**config.mk**
```make
export PLATFORM = sky130hd
export DESIGN_NAME = instr_encoder_flat
export DESIGN_NICKNAME = d
export VERILOG_FILES = /design/src/rtl/instr_encoder_if.sv /design/src/rtl/instr_encoder.sv /design/src/flat_wrapper.sv
export SDC_FILE = /design/constraint.sdc
export NUM_CORES = 1
export LEC_CHECK = 0
export CORE_MARGIN = 3
export CORE_UTILIZATION = 45
export CTS_BUF_LIST = sky130_fd_sc_hd__clkbuf_8
export CTS_CLUSTER_DIAMETER = 200
export CTS_CLUSTER_SIZE = 8
export DETAILED_ROUTE_END_ITERATION = 10
export PLACE_DENSITY = 0.84
export SETUP_SLACK_MARGIN = 0.05
export SYNTH_ARGS = -nofsm -noshare
export SYNTH_HDL_FRONTEND = slang
export SYNTH_SLANG_ARGS = --single-unit
```
**constraint.sdc**
```tcl
create_clock -name clk -period 3.05 [get_ports clk]
set_clock_uncertainty 0.2 [all_clocks]
set_input_delay 0.7625 -clock clk [delete_from_list [all_inputs] [get_ports clk]]
set_output_delay 0.7625 -clock clk [all_outputs]
set_load 0.01 [all_outputs]
```
**src/rtl/instr_encoder_if.sv**
```systemverilog
// instr_encoder_if
//   Bundles the encoder's two streams: the decoded-field input stream
//   (valid/ready, last, class/opcode/registers/immediate) and the
//   instruction memory write port it drives.
//   master : program source side (drives fields, sees ready and writes)
//   slave  : encoder side (consumes fields, drives ready and the write port)
// Parameter: IMEM_AW - instruction memory address width.
interface instr_encoder_if #(
   parameter int IMEM_AW = 8
);
   logic               in_valid;
   logic               in_ready;
   logic               in_last;
   logic [3:0]         in_cls;
   logic [2:0]         in_op;
   logic [2:0]         in_ra;
   logic [2:0]         in_rb;
   logic [7:0]         in_imm;
   logic               wr_en;
   logic [IMEM_AW-1:0] wr_addr;
   logic [8:0]         wr_data;

   modport master (
      output in_valid, in_last, in_cls, in_op, in_ra, in_rb, in_imm,
      input  in_ready, wr_en, wr_addr, wr_data
   );

   modport slave (
      input  in_valid, in_last, in_cls, in_op, in_ra, in_rb, in_imm,
      output in_ready, wr_en, wr_addr, wr_data
   );
endinterface

```
**src/rtl/instr_encoder.sv**
```systemverilog
// instr_encoder
//   Packs decoded instruction fields into 9-bit machine words and writes
//   them to instruction memory at consecutive addresses from a base.
//   Optional feature macro: ENC_RANGE_CHECK_EN (field range checking; an
//   out-of-range bundle is consumed without a write and flags an error).
// Ports:
//   clk, rst_n  - clock, asynchronous active-low reset
//   start       - begin a load at base_addr (ignored while busy)
//   base_addr   - first write address, sampled on accepted start
//   bus         - field stream in / memory write port out (slave modport)
//   busy        - high in LOAD and DONE
//   done        - one-cycle pulse in DONE, coincides with the final write
//   count       - words written in the current/last load
//   err         - sticky error for the current/last load
//   err_addr    - address associated with the first error
module instr_encoder #(
   parameter int IMEM_AW = 8
) (
   input  logic               clk,
   input  logic               rst_n,
   input  logic               start,
   input  logic [IMEM_AW-1:0] base_addr,
   instr_encoder_if.slave     bus,
   output logic               busy,
   output logic               done,
   output logic [IMEM_AW:0]   count,
   output logic               err,
   output logic [IMEM_AW-1:0] err_addr
);

   typedef enum logic [1:0] {
      S_IDLE = 2'd0,
      S_LOAD = 2'd1,
      S_DONE = 2'd2
   } state_t;

   typedef struct packed {
      logic [3:0] cls;
      logic [2:0] op;
      logic [2:0] ra;
      logic [2:0] rb;
      logic [7:0] imm;
      logic       last;
   } fields_t;

   // count value meaning every address of the memory has been written
   localparam logic [IMEM_AW:0] FULL_CNT = {1'b1, {IMEM_AW{1'b0}}};

   state_t             state_q, state_d;
   fields_t            f;
   logic [8:0]         enc_word;
   logic               legal;
   logic               fire;
   logic               do_write;
   logic               bad_hit;
   logic               ovf;
   logic [IMEM_AW-1:0] ptr_q;
   logic [IMEM_AW:0]   cnt_q;
   logic [IMEM_AW:0]   cnt_nxt;
   logic               err_q;
   logic [IMEM_AW-1:0] err_addr_q;
   logic               wr_en_q;
   logic [IMEM_AW-1:0] wr_addr_q;
   logic [8:0]         wr_data_q;

   assign f = '{cls:  bus.in_cls,
                op:   bus.in_op,
                ra:   bus.in_ra,
                rb:   bus.in_rb,
                imm:  bus.in_imm,
                last: bus.in_last};

   // ------------------------------------------------------------------
   // Field packing. Fields are truncated to the width each class keeps.
   // ------------------------------------------------------------------
   always_comb begin
      enc_word = 9'h1FF;
      case (f.cls)
         4'd0: enc_word = {2'b00, f.op[0], f.ra, f.rb};
         4'd1: enc_word = {2'b01, f.op, f.ra[1:0], f.rb[1:0]};
         4'd2: enc_word = {4'b1000, f.op[0], f.imm[3:0]};
         4'd3: enc_word = {4'b1001, f.op[0], f.imm[3:0]};
         4'd4: enc_word = {6'b101010, f.rb};
         4'd5: enc_word = {4'b1010, f.op[1:0], f.ra};
         4'd6: enc_word = {5'b10110, f.op[0], f.ra};
         4'd7: enc_word = {6'b101110, f.rb};
         4'd8: enc_word = {6'b101111, f.ra};
         4'd9: enc_word = {5'b11000, f.op[0], f.imm[2:0]};
         default: enc_word = 9'h1FF;
      endcase
   end

`ifdef ENC_RANGE_CHECK_EN
   // cls5 op=2 would alias the cls4 prefix, so it is rejected along with
   // anything that does not fit its field width.
   always_comb begin
      legal = 1'b1;
      case (f.cls)
         4'd0, 4'd6: legal = (f.op <= 3'd1);
         4'd1:       legal = (f.ra <= 3'd3) && (f.rb <= 3'd3);
         4'd2, 4'd3: legal = (f.op <= 3'd1) && (f.imm <= 8'd15);
         4'd4, 4'd7, 4'd8: legal = 1'b1;
         4'd5:       legal = (f.op == 3'd0) || (f.op == 3'd1) || (f.op == 3'd3);
         4'd9:       legal = (f.op <= 3'd1) && (f.imm <= 8'd7);
         default:    legal = 1'b0;
      endcase
   end
`else
   // Unchecked build: every bundle produces a word. The upper immediate
   // bits have no place in any encoding, so nothing consumes them here.
   logic unused_imm_hi;
   assign unused_imm_hi = ^f.imm[7:4];
   assign legal = 1'b1;
`endif

   // ------------------------------------------------------------------
   // Handshake and event decode
   // ------------------------------------------------------------------
   assign fire     = bus.in_valid && (state_q == S_LOAD);
   assign do_write = fire && legal;
   assign bad_hit  = fire && !legal;
   assign cnt_nxt  = cnt_q + 1'b1;
   // last word the memory can hold arrived without the program ending
   assign ovf      = do_write && (cnt_nxt == FULL_CNT) && !f.last;

   // ------------------------------------------------------------------
   // FSM
   // ------------------------------------------------------------------
   always_ff @(posedge clk or negedge rst_n) begin
      if (!rst_n) state_q <= S_IDLE;
      else        state_q <= state_d;
   end

   always_comb begin
      state_d = state_q;
      case (state_q)
         S_IDLE: if (start) state_d = S_LOAD;
         S_LOAD: if (fire && (f.last || ovf)) state_d = S_DONE;
         S_DONE: state_d = S_IDLE;
         default: state_d = S_IDLE;
      endcase
   end

   // ------------------------------------------------------------------
   // Pointer, count and error tracking
   // ------------------------------------------------------------------
   always_ff @(posedge clk or negedge rst_n) begin
      if (!rst_n) begin
         ptr_q      <= '0;
         cnt_q      <= '0;
         err_q      <= 1'b0;
         err_addr_q <= '0;
      end else if ((state_q == S_IDLE) && start) begin
         ptr_q      <= base_addr;
         cnt_q      <= '0;
         err_q      <= 1'b0;
         err_addr_q <= '0;
      end else if (do_write) begin
         ptr_q <= ptr_q + 1'b1;
         cnt_q <= cnt_nxt;
         if (ovf && !err_q) begin
            err_q      <= 1'b1;
            err_addr_q <= ptr_q;
         end
      end else if (bad_hit && !err_q) begin
         // rejected bundle: the address it would have taken is reported
         err_q      <= 1'b1;
         err_addr_q <= ptr_q;
      end
   end

   // ------------------------------------------------------------------
   // Registered memory write port: accepted at edge k, visible in k+1
   // ------------------------------------------------------------------
   always_ff @(posedge clk or negedge rst_n) begin
      if (!rst_n) begin
         wr_en_q   <= 1'b0;
         wr_addr_q <= '0;
         wr_data_q <= '0;
      end else begin
         wr_en_q <= do_write;
         if (do_write) begin
            wr_addr_q <= ptr_q;
            wr_data_q <= enc_word;
         end
      end
   end

   assign bus.in_ready = (state_q == S_LOAD);
   assign bus.wr_en    = wr_en_q;
   assign bus.wr_addr  = wr_addr_q;
   assign bus.wr_data  = wr_data_q;
   assign busy         = (state_q != S_IDLE);
   assign done         = (state_q == S_DONE);
   assign count        = cnt_q;
   assign err          = err_q;
   assign err_addr     = err_addr_q;

endmodule
```
**src/flat_wrapper.sv**
```systemverilog
// flat-port wrapper written by rule: the top's interface ports become plain ports
module instr_encoder_flat 
#(
   parameter int IMEM_AW = 8
)
  (clk, rst_n, start, base_addr, busy, done, count, err, err_addr, bus_in_valid, bus_in_last, bus_in_cls, bus_in_op, bus_in_ra, bus_in_rb, bus_in_imm, bus_in_ready, bus_wr_en, bus_wr_addr, bus_wr_data);
  instr_encoder_if #(.IMEM_AW(IMEM_AW)) bus_i ();
  input  logic clk;
  input  logic rst_n;
  input  logic start;
  input  logic [IMEM_AW-1:0] base_addr;
  output logic busy;
  output logic done;
  output logic [IMEM_AW:0] count;
  output logic err;
  output logic [IMEM_AW-1:0] err_addr;
  input wire logic [$bits(bus_i.in_valid)-1:0] bus_in_valid;
  input wire logic [$bits(bus_i.in_last)-1:0] bus_in_last;
  input wire logic [$bits(bus_i.in_cls)-1:0] bus_in_cls;
  input wire logic [$bits(bus_i.in_op)-1:0] bus_in_op;
  input wire logic [$bits(bus_i.in_ra)-1:0] bus_in_ra;
  input wire logic [$bits(bus_i.in_rb)-1:0] bus_in_rb;
  input wire logic [$bits(bus_i.in_imm)-1:0] bus_in_imm;
  output wire logic [$bits(bus_i.in_ready)-1:0] bus_in_ready;
  output wire logic [$bits(bus_i.wr_en)-1:0] bus_wr_en;
  output wire logic [$bits(bus_i.wr_addr)-1:0] bus_wr_addr;
  output wire logic [$bits(bus_i.wr_data)-1:0] bus_wr_data;
  assign bus_i.in_valid = bus_in_valid;
  assign bus_i.in_last = bus_in_last;
  assign bus_i.in_cls = bus_in_cls;
  assign bus_i.in_op = bus_in_op;
  assign bus_i.in_ra = bus_in_ra;
  assign bus_i.in_rb = bus_in_rb;
  assign bus_i.in_imm = bus_in_imm;
  assign bus_in_ready = bus_i.in_ready;
  assign bus_wr_en = bus_i.wr_en;
  assign bus_wr_addr = bus_i.wr_addr;
  assign bus_wr_data = bus_i.wr_data;
  instr_encoder #(.IMEM_AW(IMEM_AW)) u_core (.clk(clk), .rst_n(rst_n), .start(start), .base_addr(base_addr), .bus(bus_i), .busy(busy), .done(done), .count(count), .err(err), .err_addr(err_addr));
endmodule
```
== Yosys cells after proc, flatten, opt, wreduce, memory -nomap -nowiden ==
Index checks and enable logic that the tools add are counted.

* Add/subtract/negate cells: 2
* Multiply operators: 0
* Div/mod/pow operators: 0
* $lt $le $gt $ge: 0
* Equality and inequality tests: 14
* Shift operators: 0
* Multiplexer cells: 14
* Bitwise logic cells: 0
* Reductions and logical operators: 16

{| class="wikitable"
|+ Operators with widths
! cell !! count
|-
| 9-bit one-hot mux with 10 select lines || 1
|-
| 8-bit two-way mux || 5
|-
| 9-bit two-way mux || 2
|-
| 4-bit by 3-bit == test with 1-bit output (second input constant) || 4
|-
| 9-bit by 1-bit adder with 9-bit output (second input constant) || 1
|-
| 9-bit == test (second input constant) || 1
|-
| 8-bit by 1-bit adder with 8-bit output (second input constant) || 1
|-
| 4-bit by 2-bit == test with 1-bit output (second input constant) || 2
|-
| 4-bit == test (second input constant) || 2
|-
| 1-bit logical AND || 6
|-
| 2-bit nonzero test || 3
|-
| 4-bit by 1-bit == test with 1-bit output (second input constant) || 1
|-
| 4-bit zero test || 1
|-
| 2-bit two-way mux || 2
|-
| 2-bit one-hot mux with 2 select lines || 1
|-
| 2-bit AND reduction || 2
|-
| 1-bit two-way mux || 3
|-
| 2-bit by 1-bit == test with 1-bit output (second input constant) || 1
|-
| 2-bit == test (second input constant) || 1
|-
| 1-bit zero test || 2
|-
| 2-bit zero test || 1
|-
| 2-bit by 1-bit != test with 1-bit output (second input constant) || 1
|-
| 2-bit != test (second input constant) || 1
|-
| 1-bit logical OR || 1
|}

* Register bits after elaboration: 46
* Latch bits: 0
* Memory bits (writable): 0
* ROM bits: 0
* Input port bits: 34
* Word-level logic and storage cells: 54
* Memories kept: 0

== Depth between registers and ports, before layout ==
Gate-level depths: netlist of run 1.

* Depth in word-level cells: 8
* Depth in mapped cells: 7
* Mapped depth without buffers: 6

== Worst setup path before layout of run 1 ==
No wires, ideal clock.

* Path type: flip-flop to flip-flop
* Start: register u_core.cnt_q[0], in the netlist u_core.count[0]
* End: register u_core.err_addr_q[0], in the netlist u_core.err_addr[0]
* Setup time: 123 ps
* Arrival time: 2181 ps
* Data required time: 2727 ps
* Path slack: 546 ps
* Cell stages (with the launch flop): 8
* Path buffers: 2
* Period minus slack after synthesis: 2504 ps
* Cell sequence: dfrtp_1 > and3_1 > buf_6 > a211o_1 > a2111o_1 > or4_4 > buf_6 > mux2i_1

* Longest elaborated chain between the ends: 7

{| class="wikitable"
|+ Ends and longest elaborated chain
! element !! line !! source
|-
| start, declared || instr_encoder.sv:58 || <nowiki>logic [IMEM_AW:0] cnt_q;</nowiki>
|-
| start signal, assigned || instr_encoder.sv:160 || <nowiki>cnt_q <= cnt_nxt;</nowiki>
|-
| 9-bit by 1-bit adder with 9-bit output || instr_encoder.sv:122 || <nowiki>assign cnt_nxt = cnt_q + 1'b1;</nowiki>
|-
| 9-bit == test || instr_encoder.sv:124 || <nowiki>assign ovf = do_write && (cnt_nxt == FULL_CNT) && !f.last;</nowiki>
|-
| 1-bit logical AND (2 in series) || instr_encoder.sv:124 ||
|-
| 1-bit logical AND || instr_encoder.sv:161 || <nowiki>if (ovf && !err_q) begin</nowiki>
|-
| 2-bit nonzero test (no line) || - ||
|-
| 2-bit AND reduction (no line) || - ||
|-
| end signal, assigned || instr_encoder.sv:163 || <nowiki>err_addr_q <= ptr_q;</nowiki>
|-
| end signal, assigned || instr_encoder.sv:168 || <nowiki>err_addr_q <= ptr_q;</nowiki>
|-
| end, declared || instr_encoder.sv:61 || <nowiki>logic [IMEM_AW-1:0] err_addr_q;</nowiki>
|}

Every way passes these cells.
A chain may end at the register's enable or synchronous reset.

== Final worst setup path of run 1 ==
* Start: input bus_in_valid
* End: register u_core.err_addr_q[3], in the netlist u_core.err_addr[3]

* Longest elaborated chain between the ends: 6

{| class="wikitable"
|+ Ends and longest elaborated chain
! element !! line !! source
|-
| start, declared || flat_wrapper.sv:17 || <nowiki>input wire logic [$bits(bus_i.in_valid)-1:0] bus_in_valid;</nowiki>
|-
| 1-bit logical AND (*) || instr_encoder.sv:119 || <nowiki>assign fire = bus.in_valid && (state_q == S_LOAD);</nowiki>
|-
| 1-bit logical AND (2 in series) || instr_encoder.sv:124 ||
|-
| 1-bit logical AND || instr_encoder.sv:161 ||
|-
| 2-bit nonzero test (no line) || - ||
|-
| 2-bit AND reduction (no line) (*) || - ||
|}

Mark *: on every way between the ends. The rest lies on a longest branch, timed or not.

==> results of run 1 <==
## metal layers
layer | vias to the layer above | wire length, µm
met5 | - | 0
met4 | 0 | 46
met3 | 6 | 374
met2 | 78 | 2970
met1 | 1129 | 2760
li1 | 1150 | -
## cell type report
class                      instances  area [µm²]  area share [%]
clock buffer                       5        68.8            2.05
clock inverter                     2        10.0           0.299
inverter                          15        56.3            1.68
multi-input combinational        208        1220            36.3
sequential                        46        1150            34.4
tap                               70        87.6            2.61
timing repair buffer              79         758            22.6
## cell families (layout without fill, tap and decap cells)
| kind of cell | after synthesis | count (layout) | share of synthesized area, % |
|---|---|---|---|
| and+or+nand+nor | 100 | 100 | 18.3 |
| muxes | 15 | 15 | 6.02 |
| DFF | 46 | 46 | 45.8 |
| adders and majority gates | 2 | 2 | 0.995 |
| xor gates and xnor gates | 5 | 5 | 1.74 |
| AOI/OAI and AO/OA | 86 | 86 | 21.3 |
| buffers and inverters | 34 | 101 | 5.82 |
## power groups by stage
stage	clock [W]	sequential (W)	combinational (W)
finish	0.000355	0.000958	0.000967
global route	0.000393	0.000987	0.00107
CTS	0.000366	0.000959	0.000974
detailed placement	0	0.000970	0.000969
global placement	0	0.000961	0.000944
floorplan	0	0.000998	0.000435
## through the flow
stage          cells  setup WS (ns)  hold WS, ns  instance area, µm²  util (%)
6_report         425          0.460        0.281                3350      63.6
5_1_grt          425          0.352        0.304                3350      63.6
4_1_cts          425          0.458        0.290                3350      63.6
3_5_place_dp     418          0.150        0.271                3270      62.1
3_3_place_gp     418          0.192        0.266                3270      62.1
2_1_floorplan    288          0.546        0.267                2510         -
## worst reg2reg max path: cells and delay by family (launching register included)
family / cells / cell delay, ns
and+or+nand+nor: 2 / 0.71
AOI/OAI and AO/OA: 1 / 0.49
DFF: 1 / 0.45
adders and majority gates: 1 / 0.30
muxes: 1 / 0.16
xor gates and xnor gates: 1 / 0.15
## path summary, 6_finish.rpt
path                                  startpoint                    end  depth (start not counted)  slack (ns)
max                                 bus_in_valid     u_core.err_addr[3]                          5        0.46
min                        u_core.bus.wr_data[6]  u_core.bus.wr_data[6]                          2        0.28
max reg2reg                      u_core.count[0]     u_core.err_addr[3]                          6        0.49
min reg2reg                u_core.bus.wr_data[6]  u_core.bus.wr_data[6]                          2        0.28
max in group asynchronous                  rst_n  u_core.bus.wr_data[8]                          2        1.91
min in group asynchronous                  rst_n        u_core.count[7]                          2        0.34
## flip-flops by register name, indices dropped and copies added (netlist names)
register            flops
u_core.bus.wr_addr      8
u_core.bus.wr_data      9
u_core.err              1
u_core.count            9
u_core.err_addr         8
u_core.state_q          2
u_core.ptr_q            8
u_core.bus.wr_en        1
## cell usage after synthesis (2+ instances only)
cell / count
sky130_fd_sc_hd__o21a_1: 3
sky130_fd_sc_hd__buf_6: 2
sky130_fd_sc_hd__clkbuf_1: 14
sky130_fd_sc_hd__dfrtp_1: 46
sky130_fd_sc_hd__nand2_1: 51
sky130_fd_sc_hd__nor3b_1: 2
sky130_fd_sc_hd__buf_1: 2
sky130_fd_sc_hd__nor2_1: 17
sky130_fd_sc_hd__nand3_1: 5
sky130_fd_sc_hd__inv_1: 15
sky130_fd_sc_hd__o21bai_1: 2
sky130_fd_sc_hd__ha_1: 2
sky130_fd_sc_hd__mux2i_1: 14
sky130_fd_sc_hd__nand4_1: 4
sky130_fd_sc_hd__o21ai_0: 34
sky130_fd_sc_hd__nor2b_1: 6
sky130_fd_sc_hd__a211oi_1: 2
sky130_fd_sc_hd__and2_1: 2
sky130_fd_sc_hd__a32o_1: 2
sky130_fd_sc_hd__and3_1: 6
sky130_fd_sc_hd__xor2_1: 3
sky130_fd_sc_hd__a221oi_1: 2
sky130_fd_sc_hd__a21oi_1: 16
sky130_fd_sc_hd__a31oi_1: 10
sky130_fd_sc_hd__xnor2_1: 2
==> metrics list, run 1 <==
- Outcome: completed
- Synthesized cell area: roughly 2500 µm²
- The most used flip-flop cell after synthesis is sky130_fd_sc_hd__dfrtp_1.
- Data arrives at the worst endpoint at 2.57 ns.
- Min-Delay Path Class: reg -> reg
* Slew at the pin closest to its max-slew limit: ~0.58 ns
- Overall die height: ~81 µm
- Net switching is 36.9% of the power.
- Logic gate share of total power: 42.4%
- Clock-pin slew on the worst setup and hold paths: 0.08 ns
* Aggregate global-route resource usage: around a fifth
- Number of buffer and inverter instances along the worst setup path: 1
* # clock sinks: 46
- Slowest stage cell, crit path: sky130_fd_sc_hd__or4_4
- Dividing the final minimum period by the clock period gives 84.9%.
- Based on the critical path, the design can be clocked at up to slightly below 0.4 GHz.
- During I/O placement, the number of pins put on the boundary was 73.
- Met3 Resource Use GR: ~4.3%
- For this run, global-route usage on met1 was measured as 26.0%.
* Met2 demand-to-capacity share in global routing: 33.8%
- Proportion of synthesized chip area in sequential cells: 45.8%
* Power share of the sequential group: approximately two fifths
* Instance count of the mapped netlist: 288
- Sum of negative setup slack: 0 ns
* Number of maximum-capacitance violations: 0
- Critical-path maximum fanout: 7
* Global-route wire length before repair: 10300 µm
- Power comes to 0.00228 W.
- Clock period minus final worst setup slack: 2.59 ns
* Number of register bits inferred by synthesis: 46
* Cell family contributing the most delay on the critical path: simple AND/OR/NAND/NOR gates
* Power share of the clock group: 15.6%
* Half-perimeter wire length after detailed placement: 4460 µm
- The number of global-route vias before repair is ~2300.
* Fin. max-slew vios: 0
- The library cell used most frequently in the layout, excluding fill and tap cells, is sky130_fd_sc_hd__clkdlybuf4s50_1.
- For this run, design rule violations remaining after detail routing come to 0.
- Internal power: 0.00144 W
- Port-buffer cells: 68
* Post-CTS resize count: 0
- Dividing the detail-routed via count by the number of cells gives 5.56.
- In this run the static leakage power is 1.53 nW.
- Clock buffer count from CTS: 5
- After floorplanning, the core was divided into 26 placement rows.
- By area the synthesized netlist is led by sky130_fd_sc_hd__dfrtp_1 (46%), sky130_fd_sc_hd__nand2_1 (7.6%), sky130_fd_sc_hd__o21ai_0 (6.8%).
- Traced cell by cell, the critical path runs through clkdlybuf4s50_1 > nand3b_1 > a2111o_1 > or4_4 > mux2i_1.
* Count of endpoints failing setup in the final report: 0
- Fraction of synthesized cell area taken by the top area cell type: 45.8%
* Clk buf depth: 2
- STA classifies the critical path startpoint as an input pin.
- Cells with a size suffix above 1 make up 6.48% of the layout.
- The later pin in the worst-skew pair is clocked with a latency of 0.30 ns.
- In this run the power density over the cells is around 680 nW/µm².
* Category of the worst setup path capture point: flip-flop
- VDD sags by at most 0.336 mV.
- Number of enable flip-flop cells after synthesis: 0
* Routability Congestion: 0.886
* Fraction of registers with async set/reset: 100%
* Starting density of the core: 47.7%
* CTS root buffer: sky130_fd_sc_hd__clkbuf_8
- In this run the number of H-tree levels came out at 2.
- The worst setup path is of the in -> reg kind.
- The top cell types in the final layout, fill and taps aside, are sky130_fd_sc_hd__clkdlybuf4s50_1 (67), sky130_fd_sc_hd__nand2_1 (51), sky130_fd_sc_hd__dfrtp_1 (46).
- For the worst setup path, the data required time is slightly above 3 ns.
- After global routing the overflow that remains totals 0.
- The number of antenna diodes in the final layout is 0.
- Entering global routing, the biggest net connects 47 pins.
- The largest total area in the synthesized netlist belongs to sky130_fd_sc_hd__dfrtp_1.
- Switching component of the power: 0.000840 W
- On the worst path, the slowest cell contributes a delay of roughly 0.59 ns.
- The final layout contains routed wiring with a total length of ~6000 µm.
* ANT nets after route: 0
* Number of antenna violations at the first check in global routing: 0
- In this run the horizontal extent of the chip is ~81 µm.
- Setup repair after global routing left no endpoint under its margin.
* Number of nets in the layout: 391
* Layer with the highest usage: met2
* # hold bufs at CTS: 0
- Net count after synthesis: about 320
- The die covers 6520 µm².
- Count of endpoints failing hold in the final timing report: 0
- Number of violations reported at the end of detailed-routing iteration 0: around 150
* Detailed-router iteration count before antenna repair: 4
- Number of fillers in the final layout: 474
- TritonCTS built the clock tree.
- Synthesis-to-finish area growth: 33.2%
* Number of warning messages in the yosys log: 0
- Averaged over all synthesized cells, the footprint is 8.73 µm².
- Post-DR wirelength/cell: ~14 µm
- Via count: 2363
- The core region is 5270 µm².
* Post-CTS Setup Repair Bufs: 0
- Measured against its own limit, the worst slew margin works out to 61.4%.
- The netlist uses 49 different library cells.
(Power assumes the default switching activity.)
==> inputs of run 2 (changes only) <==
==> constraint.sdc (replaced) <==
create_clock -name clk -period 2.7 [get_ports clk]
set_clock_uncertainty 0.2 [all_clocks]
set_input_delay 0.675 -clock clk [delete_from_list [all_inputs] [get_ports clk]]
set_output_delay 0.675 -clock clk [all_outputs]
set_load 0.01 [all_outputs]
==> metrics list, run 2 (same netlist as run 1, synthesis figures left out) <==
- The final number of max-transition violations came to 0 (unchanged).
- The final antenna diode count is 0 (unchanged).
* CTS root buffer: sky130_fd_sc_hd__clkbuf_8
- The number of nets still failing antenna checks after routing was 0 (unchanged).
- Global-route wire length before repair: 10600 µm (+2.9%)
- The number of nets in the layout came to 397 (+1.5%).
* Clock-pin slew on the worst setup and hold paths: 0.09 ns (about the same)
- The half-perimeter wire length of the detailed placement result came to 4670 µm (+4.7%).
* Standard cell area after detailed placement: 3320 µm² (+1.4%)
- The H-tree depth reported by CTS came to 2 (unchanged).
- The length of the first detailed-routing pass in iterations is 4 (unchanged).
- Count of endpoints failing hold in the final timing report: 0 (unchanged)
- The die width is 80.8 µm (unchanged).
- Register-to-register path setup slack: 0.16 ns (-0.33 ns)
* Min-Delay Path Class: in -> async
- Category of the worst setup path capture point: flip-flop
* Arrival time at the worst endpoint: 2.52 ns (-0.05 ns)
* Via count: 2410 (+2.0%)
- Start of the worst register-to-register path: u_core.count[0]
- The post-detailed-route wirelength per cell was 14.5 µm (+0.15%).
* Worst reg2reg endpoint: u_core.err_addr[4]
* Routability Congestion: 0.877 (-1.1%)
- Final Total Pwr: 0.00271 W (+19%)
* Outcome: completed
- The buffer levels on the longest clock path was 2 (unchanged).
* Type of element launching the critical path: flip-flop
* Post-Layout Cell Count: 432 (+1.6%)
- # rows: 26 (unchanged)
- Total placed cells including tap cells: 424 (+1.4%)
- Vias in the first global route: 2271 (+0.31%)
- Leaving out fill and tap cells, the most frequent cells in the layout are sky130_fd_sc_hd__clkdlybuf4s50_1 (67), sky130_fd_sc_hd__nand2_1 (51), sky130_fd_sc_hd__dfrtp_1 (46).
- Clock period minus final worst setup slack: 2.54 ns
* Synthesis-to-finish area growth: 36.3%
- Setup repair after global routing missed its margin: no
- Aggregate global-route resource usage: 20.5% (+0.59 points)
* Count of endpoints failing setup in the final report: 0 (unchanged)
- Number of antenna violations at the first check in global routing: 0 (unchanged)
* Overall die height: 80.8 µm (unchanged)
* DRC violations left: 0 (unchanged)
- Crit Path Class: reg -> reg
* Number of maximum-capacitance violations: 0 (unchanged)
- The initial standard-cell utilization of the core was 47.7% (unchanged).
- The core region area came to 5270 µm² (unchanged).
- The top-level I/O count came to 73 (unchanged).
- The global route total overflow is 0 (unchanged).
* Total Wirelength: 6270 µm (+1.8%)
- Static Leak: 1.57 nW (+2.7%)
- P per Cell Area: 792 nW/µm² (+16%)
* Total Die Area: 6520 µm² (unchanged)
- Post-CTS Setup Repair Bufs: 0 (unchanged)
* Vias per cell: 5.58 (+0.34%)
- The worst-skew pair later-pin latency came to 0.30 ns (about the same).
- # clock sinks: 46 (unchanged)
- The largest vdd supply drop is 0.360 mV (+7.4%).
- Timing would allow up to 0.394 GHz.
- The number of violations reported at the end of detailed-routing iteration 0 was 212 (+45%).
* Critical-path maximum fanout: 8 (+1)
- The number of cells on the worst reg-to-reg path came to 5 (-1).
- Share of the clock period used by the worst path: 93.9%
- Layout cells sized above 1: 8.56% (+2.1 points)
- Final Core Density: 65.0% (+1.5 points)
- The cell area after layout was 3430 µm² (+2.3%).
* Port-buffer cells: 68 (unchanged)
- The slew at the pin closest to its max-slew limit is 0.683 ns (+0.104 ns).
- Sum of negative setup slack: 0 ns (unchanged)
- Leaving out fill and tap cells, the most frequent cell in the layout is sky130_fd_sc_hd__clkdlybuf4s50_1.
- Req. time, crit path: 2.69 ns (-0.34 ns)
- The relative slew slack came to 54.5% (-7.0 points).
- TritonCTS built the clock tree.
- Clock buffer count from CTS: 5 (unchanged)
* Pin count of the biggest net entering global routing: 46 (-2.1%)
==> run 2: changes by cell type in the layout (fill, tap and decap cells not counted) <==
cell / previous run / this run
sky130_fd_sc_hd__buf_4: 11 / 17
sky130_fd_sc_hd__ha_1: 2 / 1
sky130_fd_sc_hd__bufinv_16: 0 / 1
sky130_fd_sc_hd__ha_2: 0 / 1
==> run 2: worst max-delay path by stage <==
stage,endpoint,depth (start not counted),startpoint
after detailed placement,u_core.err_addr[1],5,bus_in_valid
after global routing,u_core.err_addr[4],5,u_core.count[0]
after CTS,u_core.err_addr[1],5,u_core.count[0]
after global placement,u_core.err_addr[0],5,bus_in_valid
final,u_core.err_addr[4],5,u_core.count[0]
after floorplan,u_core.err_addr[0],7,u_core.count[0]
==> run 2: layout make-up <==
type	count	area, µm²
sequential	46	1150
timing repair buffer	85	803
clock inverter	3	40.0
inverter	15	56.3
tap	70	87.6
clock buffer	5	68.8
multi-input combinational	208	1220
fill	463	1840
==> run 2: repair_timing <==
item                       in CTS  in global routing
gates resized for setup         0                  1
setup endpoints to repair       0                  3
hold buffers                    0                  0
==> run 2: critical path, cell delays in order, from the launching register on <==
cell and delay [ns]:
sky130_fd_sc_hd__dfrtp_1 0.45, sky130_fd_sc_hd__and3_1 0.30, sky130_fd_sc_hd__a211o_1 0.33, sky130_fd_sc_hd__a2111o_1 0.41, sky130_fd_sc_hd__or4_4 0.58, sky130_fd_sc_hd__mux2i_1 0.15
==> run 2: through the flow <==
step           hold WS [ns]  setup slack, ns
3_5_place_dp          0.277          -0.0808
4_1_cts               0.222            0.155
3_3_place_gp          0.267          -0.0388
2_1_floorplan         0.179            0.196
5_1_grt               0.244           0.0623
6_report              0.207            0.165
==> run 2: routing by layer <==
layer  global-route usage [%]  up-vias  part of all wire [%]
li1                         -     1166                     -
met1                     27.3     1144                    43
met2                     33.6       90                    49
met3                     4.32       10                   6.6
met4                     6.25        0                   1.2
met5                        0        -                     0
==> run 2: report_power, final <==
part | total, W | internal [W] | switching (W)
Clock | 0.000505 | 0.000273 | 0.000232
Sequential | 0.00108 | 0.000900 | 0.000177
Combinational | 0.00113 | 0.000574 | 0.000558
Total | 0.00271 | 0.00175 | 0.000967
